[config.mk]
export PLATFORM = sky130hd
export DESIGN_NAME = syscall_controller
export DESIGN_NICKNAME = d
export VERILOG_FILES = /design/src/rtl/syscall_pkg.sv /design/src/rtl/syscall_code_decode.sv /design/src/rtl/syscall_controller.sv
export SDC_FILE = /design/constraint.sdc
export NUM_CORES = 1
export LEC_CHECK = 0
export CORE_ASPECT_RATIO = 0.5
export CORE_UTILIZATION = 38
export DETAILED_ROUTE_END_ITERATION = 8
export PLACE_DENSITY = 0.76
export SYNTH_ARGS = -nofsm -noshare
export SYNTH_HDL_FRONTEND = slang
export SYNTH_HIERARCHICAL = 1
export SYNTH_SLANG_ARGS = --single-unit
[constraint.sdc]
create_clock -name clk -period 3 [get_ports clk]
set_input_delay 0.9 -clock clk [delete_from_list [all_inputs] [get_ports clk]]
set_output_delay 0.9 -clock clk [all_outputs]
set_load 0.02 [all_outputs]
[src/rtl/syscall_pkg.sv]
// Shared definitions for the SYSCALL controller: service codes, output kinds,
// FSM states and the decoded-service payload.
package syscall_pkg;

  // Supported service codes held in $v0
  localparam int unsigned SYS_PRINT_INT  = 1;
  localparam int unsigned SYS_EXIT       = 10;
  localparam int unsigned SYS_PRINT_CHAR = 11;
  localparam int unsigned SYS_EXIT2      = 17;
  localparam int unsigned SYS_PRINT_HEX  = 34;

  localparam int unsigned KIND_W = 2;

  // How the output sink should render out_data
  typedef enum logic [KIND_W-1:0] {
    KIND_INT  = 2'b00,
    KIND_CHAR = 2'b01,
    KIND_HEX  = 2'b10
  } out_kind_e;

  typedef enum logic [1:0] {
    ST_RUN  = 2'd0,
    ST_WAIT = 2'd1,
    ST_HALT = 2'd2,
    ST_SKIP = 2'd3
  } state_e;

  // Decoded view of one service code
  typedef struct packed {
    logic      is_print;
    logic      is_exit;
    logic      exit_arg;  // exit code comes from a0 rather than 0
    out_kind_e kind;
    logic      bad;
  } code_info_t;

endpackage

[src/rtl/syscall_code_decode.sv]
// Combinational service-code decoder.
// Ports: v0 (service code) -> info_c {is_print, is_exit, exit_arg, kind, bad}.
module syscall_code_decode
  import syscall_pkg::*;
#(
  parameter int unsigned DATA_W = 32
) (
  input  logic [DATA_W-1:0] v0,
  output code_info_t        info_c
);

  // Classify the code; anything not listed is unsupported
  always_comb begin
    info_c      = '0;
    info_c.kind = KIND_INT;
    case (v0)
      DATA_W'(SYS_PRINT_INT): begin
        info_c.is_print = 1'b1;
        info_c.kind     = KIND_INT;
      end
      DATA_W'(SYS_PRINT_CHAR): begin
        info_c.is_print = 1'b1;
        info_c.kind     = KIND_CHAR;
      end
      DATA_W'(SYS_PRINT_HEX): begin
        info_c.is_print = 1'b1;
        info_c.kind     = KIND_HEX;
      end
      DATA_W'(SYS_EXIT): begin
        info_c.is_exit = 1'b1;
      end
      DATA_W'(SYS_EXIT2): begin
        info_c.is_exit  = 1'b1;
        info_c.exit_arg = 1'b1;
      end
      default: begin
        info_c.bad = 1'b1;
      end
    endcase
  end

endmodule

[src/rtl/syscall_controller.sv]
// SYSCALL sequencer for the single-cycle MIPS core. Stalls the PC while a
// print request handshakes with the output sink, halts on exit services until
// a resume pulse, and counts/flags accepted syscalls.
// Ports:
//   clk, rst (async, active-high)
//   syscall_valid, v0, a0      : syscall presented by the decoder
//   resume                     : pulse to leave HALT
//   out_ready                  : sink accepts out_data
//   pc_stall                   : combinational PC/regfile hold
//   halted, out_valid, out_kind, out_data, exit_code, bad_syscall,
//   syscall_count              : registered status / print payload
module syscall_controller
  import syscall_pkg::*;
#(
  parameter int unsigned DATA_W = 32,
  parameter int unsigned CNT_W  = 16
) (
  input  logic              clk,
  input  logic              rst,
  input  logic              syscall_valid,
  input  logic [DATA_W-1:0] v0,
  input  logic [DATA_W-1:0] a0,
  input  logic              resume,
  input  logic              out_ready,
  output logic              pc_stall,
  output logic              halted,
  output logic              out_valid,
  output logic [KIND_W-1:0] out_kind,
  output logic [DATA_W-1:0] out_data,
  output logic [DATA_W-1:0] exit_code,
  output logic              bad_syscall,
  output logic [CNT_W-1:0]  syscall_count
);

  state_e     state_q, state_d;
  code_info_t dec_c;
  logic       stall_c;
  logic       accept_c;
  logic       load_print_c;
  logic       load_exit_c;
  logic       set_bad_c;
  logic       print_done_c;
  logic       leave_halt_c;

  syscall_code_decode #(
    .DATA_W (DATA_W)
  ) u_decode (
    .v0     (v0),
    .info_c (dec_c)
  );

  // State register
  always_ff @(posedge clk or posedge rst) begin
    if (rst) state_q <= ST_RUN;
    else     state_q <= state_d;
  end

  // Next-state and per-cycle control strobes
  always_comb begin
    state_d      = state_q;
    stall_c      = 1'b0;
    accept_c     = 1'b0;
    load_print_c = 1'b0;
    load_exit_c  = 1'b0;
    set_bad_c    = 1'b0;
    print_done_c = 1'b0;
    leave_halt_c = 1'b0;
    case (state_q)
      ST_RUN: begin
        if (syscall_valid) begin
          accept_c = 1'b1;
          if (dec_c.is_print) begin
            stall_c      = 1'b1;
            load_print_c = 1'b1;
            state_d      = ST_WAIT;
          end else if (dec_c.is_exit) begin
            stall_c     = 1'b1;
            load_exit_c = 1'b1;
            state_d     = ST_HALT;
          end else begin
            set_bad_c = 1'b1;  // retires as a NOP
          end
        end
      end
      ST_WAIT: begin
        // PC advances on the same edge the sink takes the data
        stall_c = ~out_ready;
        if (out_ready) begin
          print_done_c = 1'b1;
          state_d      = ST_RUN;
        end
      end
      ST_HALT: begin
        stall_c = 1'b1;
        if (resume) begin
          leave_halt_c = 1'b1;
          state_d      = ST_SKIP;
        end
      end
      ST_SKIP: begin
        // One unstalled cycle lets the exit SYSCALL retire without re-triggering
        state_d = ST_RUN;
      end
      default: begin
        state_d = ST_RUN;
      end
    endcase
  end

  // Stall is forced low while reset is held, regardless of the inputs
  assign pc_stall = stall_c & ~rst;

  // Print request handshake and payload
  always_ff @(posedge clk or posedge rst) begin
    if (rst) begin
      out_valid <= 1'b0;
      out_kind  <= '0;
      out_data  <= '0;
    end else begin
      if (load_print_c) begin
        out_valid <= 1'b1;
        out_kind  <= dec_c.kind;
        out_data  <= a0;
      end else if (print_done_c) begin
        out_valid <= 1'b0;
      end
    end
  end

  // Halt flag and exit code
  always_ff @(posedge clk or posedge rst) begin
    if (rst) begin
      halted    <= 1'b0;
      exit_code <= '0;
    end else begin
      if (load_exit_c) begin
        halted    <= 1'b1;
        exit_code <= dec_c.exit_arg ? a0 : '0;
      end else if (leave_halt_c) begin
        halted <= 1'b0;
      end
    end
  end

  // Sticky bad-code flag and wrapping acceptance counter
  always_ff @(posedge clk or posedge rst) begin
    if (rst) begin
      bad_syscall   <= 1'b0;
      syscall_count <= '0;
    end else begin
      if (set_bad_c) bad_syscall <= 1'b1;
      if (accept_c)  syscall_count <= syscall_count + CNT_W'(1);
    end
  end

endmodule

==> results.md <==
* Status: finished, violations left
* Failing checks: negative setup slack
* Row count at 24
* Remaining antenna violation count at 0
* Non-Filler Instances at 638
* Hold WC Path Type: reg -> reg
* Antenna violations before repair at 0
* CP Class: in -> out
* Clock-pin slew on the worst setup and hold paths at 0.06 ns
* Ys Warns at 6
* PortBufs at 154
* Mapped Cells at 319
* Hold_ws at 0.4563 ns
* Vias at 3086
* Commonest cells after routing, fill and taps aside: clkdlybuf4s50_1 (121), dfrtp_1 (87), nand2_1 (71), mux2_2 (35), o21ai_1 (27)
* Switching power total at 0.7112 mW
* Startpoint types: input pin
* Sequential Power Share at 45.9%
* Clock root buffer: clkbuf_16
* Die area at 10040 sq um
* Horiz. Die Dim at 140.7 um
* Wire per inst at 16.64 um
* Syn Nets at 389
* Vias/cell at 4.837
* Total Power at 2.812 mW
* Required @ worst endpoint at 2.10 ns
* Vias in the first global route at 3153
* Nets at 586
* Clock latency on the worst-skew pair at 0.33 ns
* Sw Share at 25.29%
* Synthesized area at 3656 sq um
* Estimated wirelength of the detail-placed design at 7079 um
* Die Span Y at 71.36 um
* CTS tree: built
* H-Tree Depth at 3
* Clk sinks at 87
* Actual slew at the worst max-slew pin at 0.6173 ns
* Global-route wire length before repair at 16260 um
* Worst setup margin at -0.4060 ns
* N_diodes at 0
* Placer Congestion at 0.7586
* Slew Viols, Final at 0
* Max VDD drop at 0.3025 mV
* Inserted Clock Buffers at 9
* Post-route cell area at 6264 sq um
* DRC Markers at 0
* Worst-path maximum fanout at 3
* Crit path DAT at 2.51 ns
* Largest net degree at the start of global routing at 35
* Layout cells sized above 1 at 28.79%
* Initial DRC count at 152
* Combinational share of power at 15.4%
* Syn Area/Cell at 11.46 sq um
* Clk_skew at 0.005134 ns
* Internal at 2.101 mW
* Max frequency at 0.2936 GHz
* Power share of the clock group at 38.7%
* Initial Util at 40.58%
* Final WL at 10620 um
* Commonest non-fill, non-tap cell in the layout: clkdlybuf4s50_1
* Initial DRT Pass Iterations at 4
* Gr ovfl total at 0
* Number of hold violations in the final report at 0
* Final Cycle Share at 113.5%
* CTS Buffer Depth at 2
* Dpl cell area at 5590 sq um
* Post-layout min period at 3.406 ns
* Final setup vio count at 1
* Max Cap Viol at 0
* PD cells at 448.9 nW/um^2
* # IOs at 155
* Total track usage at 21.19%
* Placed cells at 602
* Critical path endpoint category: primary output
* RSZ-0062 raised after global routing: yes
* Core ar. at 9009 sq um
* Worst slew margin at 58.76%
* Area Growth Syn to Fin at 71.32%
* P_leak at 2.725 nW
[per-stage QoR]
stage / setup slack, ns / util (%) / TNS, ns
finish: -0.4060 / 69.53 / -0.4060
global route: -0.4982 / 69.53 / -2.837
CTS: -0.4681 / 68.54 / -9.113
detailed placement: -1.196 / 62.06 / -13.94
global placement: -1.172 / 62.06 / -9.741
floorplan: -0.1517 / - / -0.1517
[worst paths after layout]
path	cells past startpoint	startpoint	slack, ns	to
hold reg to reg	1	bad_syscall$_DFFE_PP0P_	0.46	bad_syscall$_DFFE_PP0P_
setup / recovery	9	v0[14]	-0.41	pc_stall
hold / removal	1	bad_syscall$_DFFE_PP0P_	0.46	bad_syscall$_DFFE_PP0P_
max in group asynchronous	4	rst	1.30	syscall_count[3]$_DFFE_PP0P_
min in group asynchronous	3	rst	1.14	state_q[1]$_DFFE_PP0P_
setup reg to reg	4	state_q[0]$_DFFE_PP0P_	1.10	out_data[24]$_DFFE_PP0P_
[state kept, by name (all words and copies together), names as in the netlist]
name / flops
exit_code: 32
out_data: 32
bad_syscall: 1
syscall_count: 16
out_valid: 1
out_kind: 2
state_q: 2
halted: 1
[layout make-up]
type,count,area [sq um]
sequential,87,2177
tap,117,146.4
clock buffer,11,232.7
multi-input combinational,215,1578
fill,630,2745
inverter,3,15.01
clock inverter,5,58.81
timing repair buffer,200,2056
[power groups by stage]
stage / sequential (mW) / clock (mW) / combinational (mW)
floorplan: 1.36 / 0 / 0.115
global placement: 1.31 / 0 / 0.420
detailed placement: 1.31 / 0 / 0.427
CTS: 1.29 / 1.11 / 0.427
global route: 1.30 / 1.16 / 0.460
finish: 1.29 / 1.09 / 0.432
[metal layers]
metal	part of all wire [%]	GRT usage, %	up-vias
li1	-	-	1488
met1	43	26.35	1517
met2	52	38.09	62
met3	2.4	3.810	19
met4	2.1	6.763	0
met5	0	0	-
[worst max-delay path, stage by stage]
cell	delay, ns
buf_6	0.10
nor4_4	0.32
nand4_4	0.18
nor4_4	0.34
nor2_2	0.09
nor2b_2	0.15
o21bai_1	0.10
a21oi_2	0.16
buf_4	0.16
[repair_timing]
| item | in CTS | in global routing |
|---|---|---|
| resized for setup | 159 | 25 |
| gates cloned | 2 | 5 |
| setup buffers | 17 | 4 |
| hold buffers | 0 | 0 |
| setup endpoints to repair | 1 | 34 |
| pin swaps | 22 | 12 |
Power figures use the tool's default switching activity.
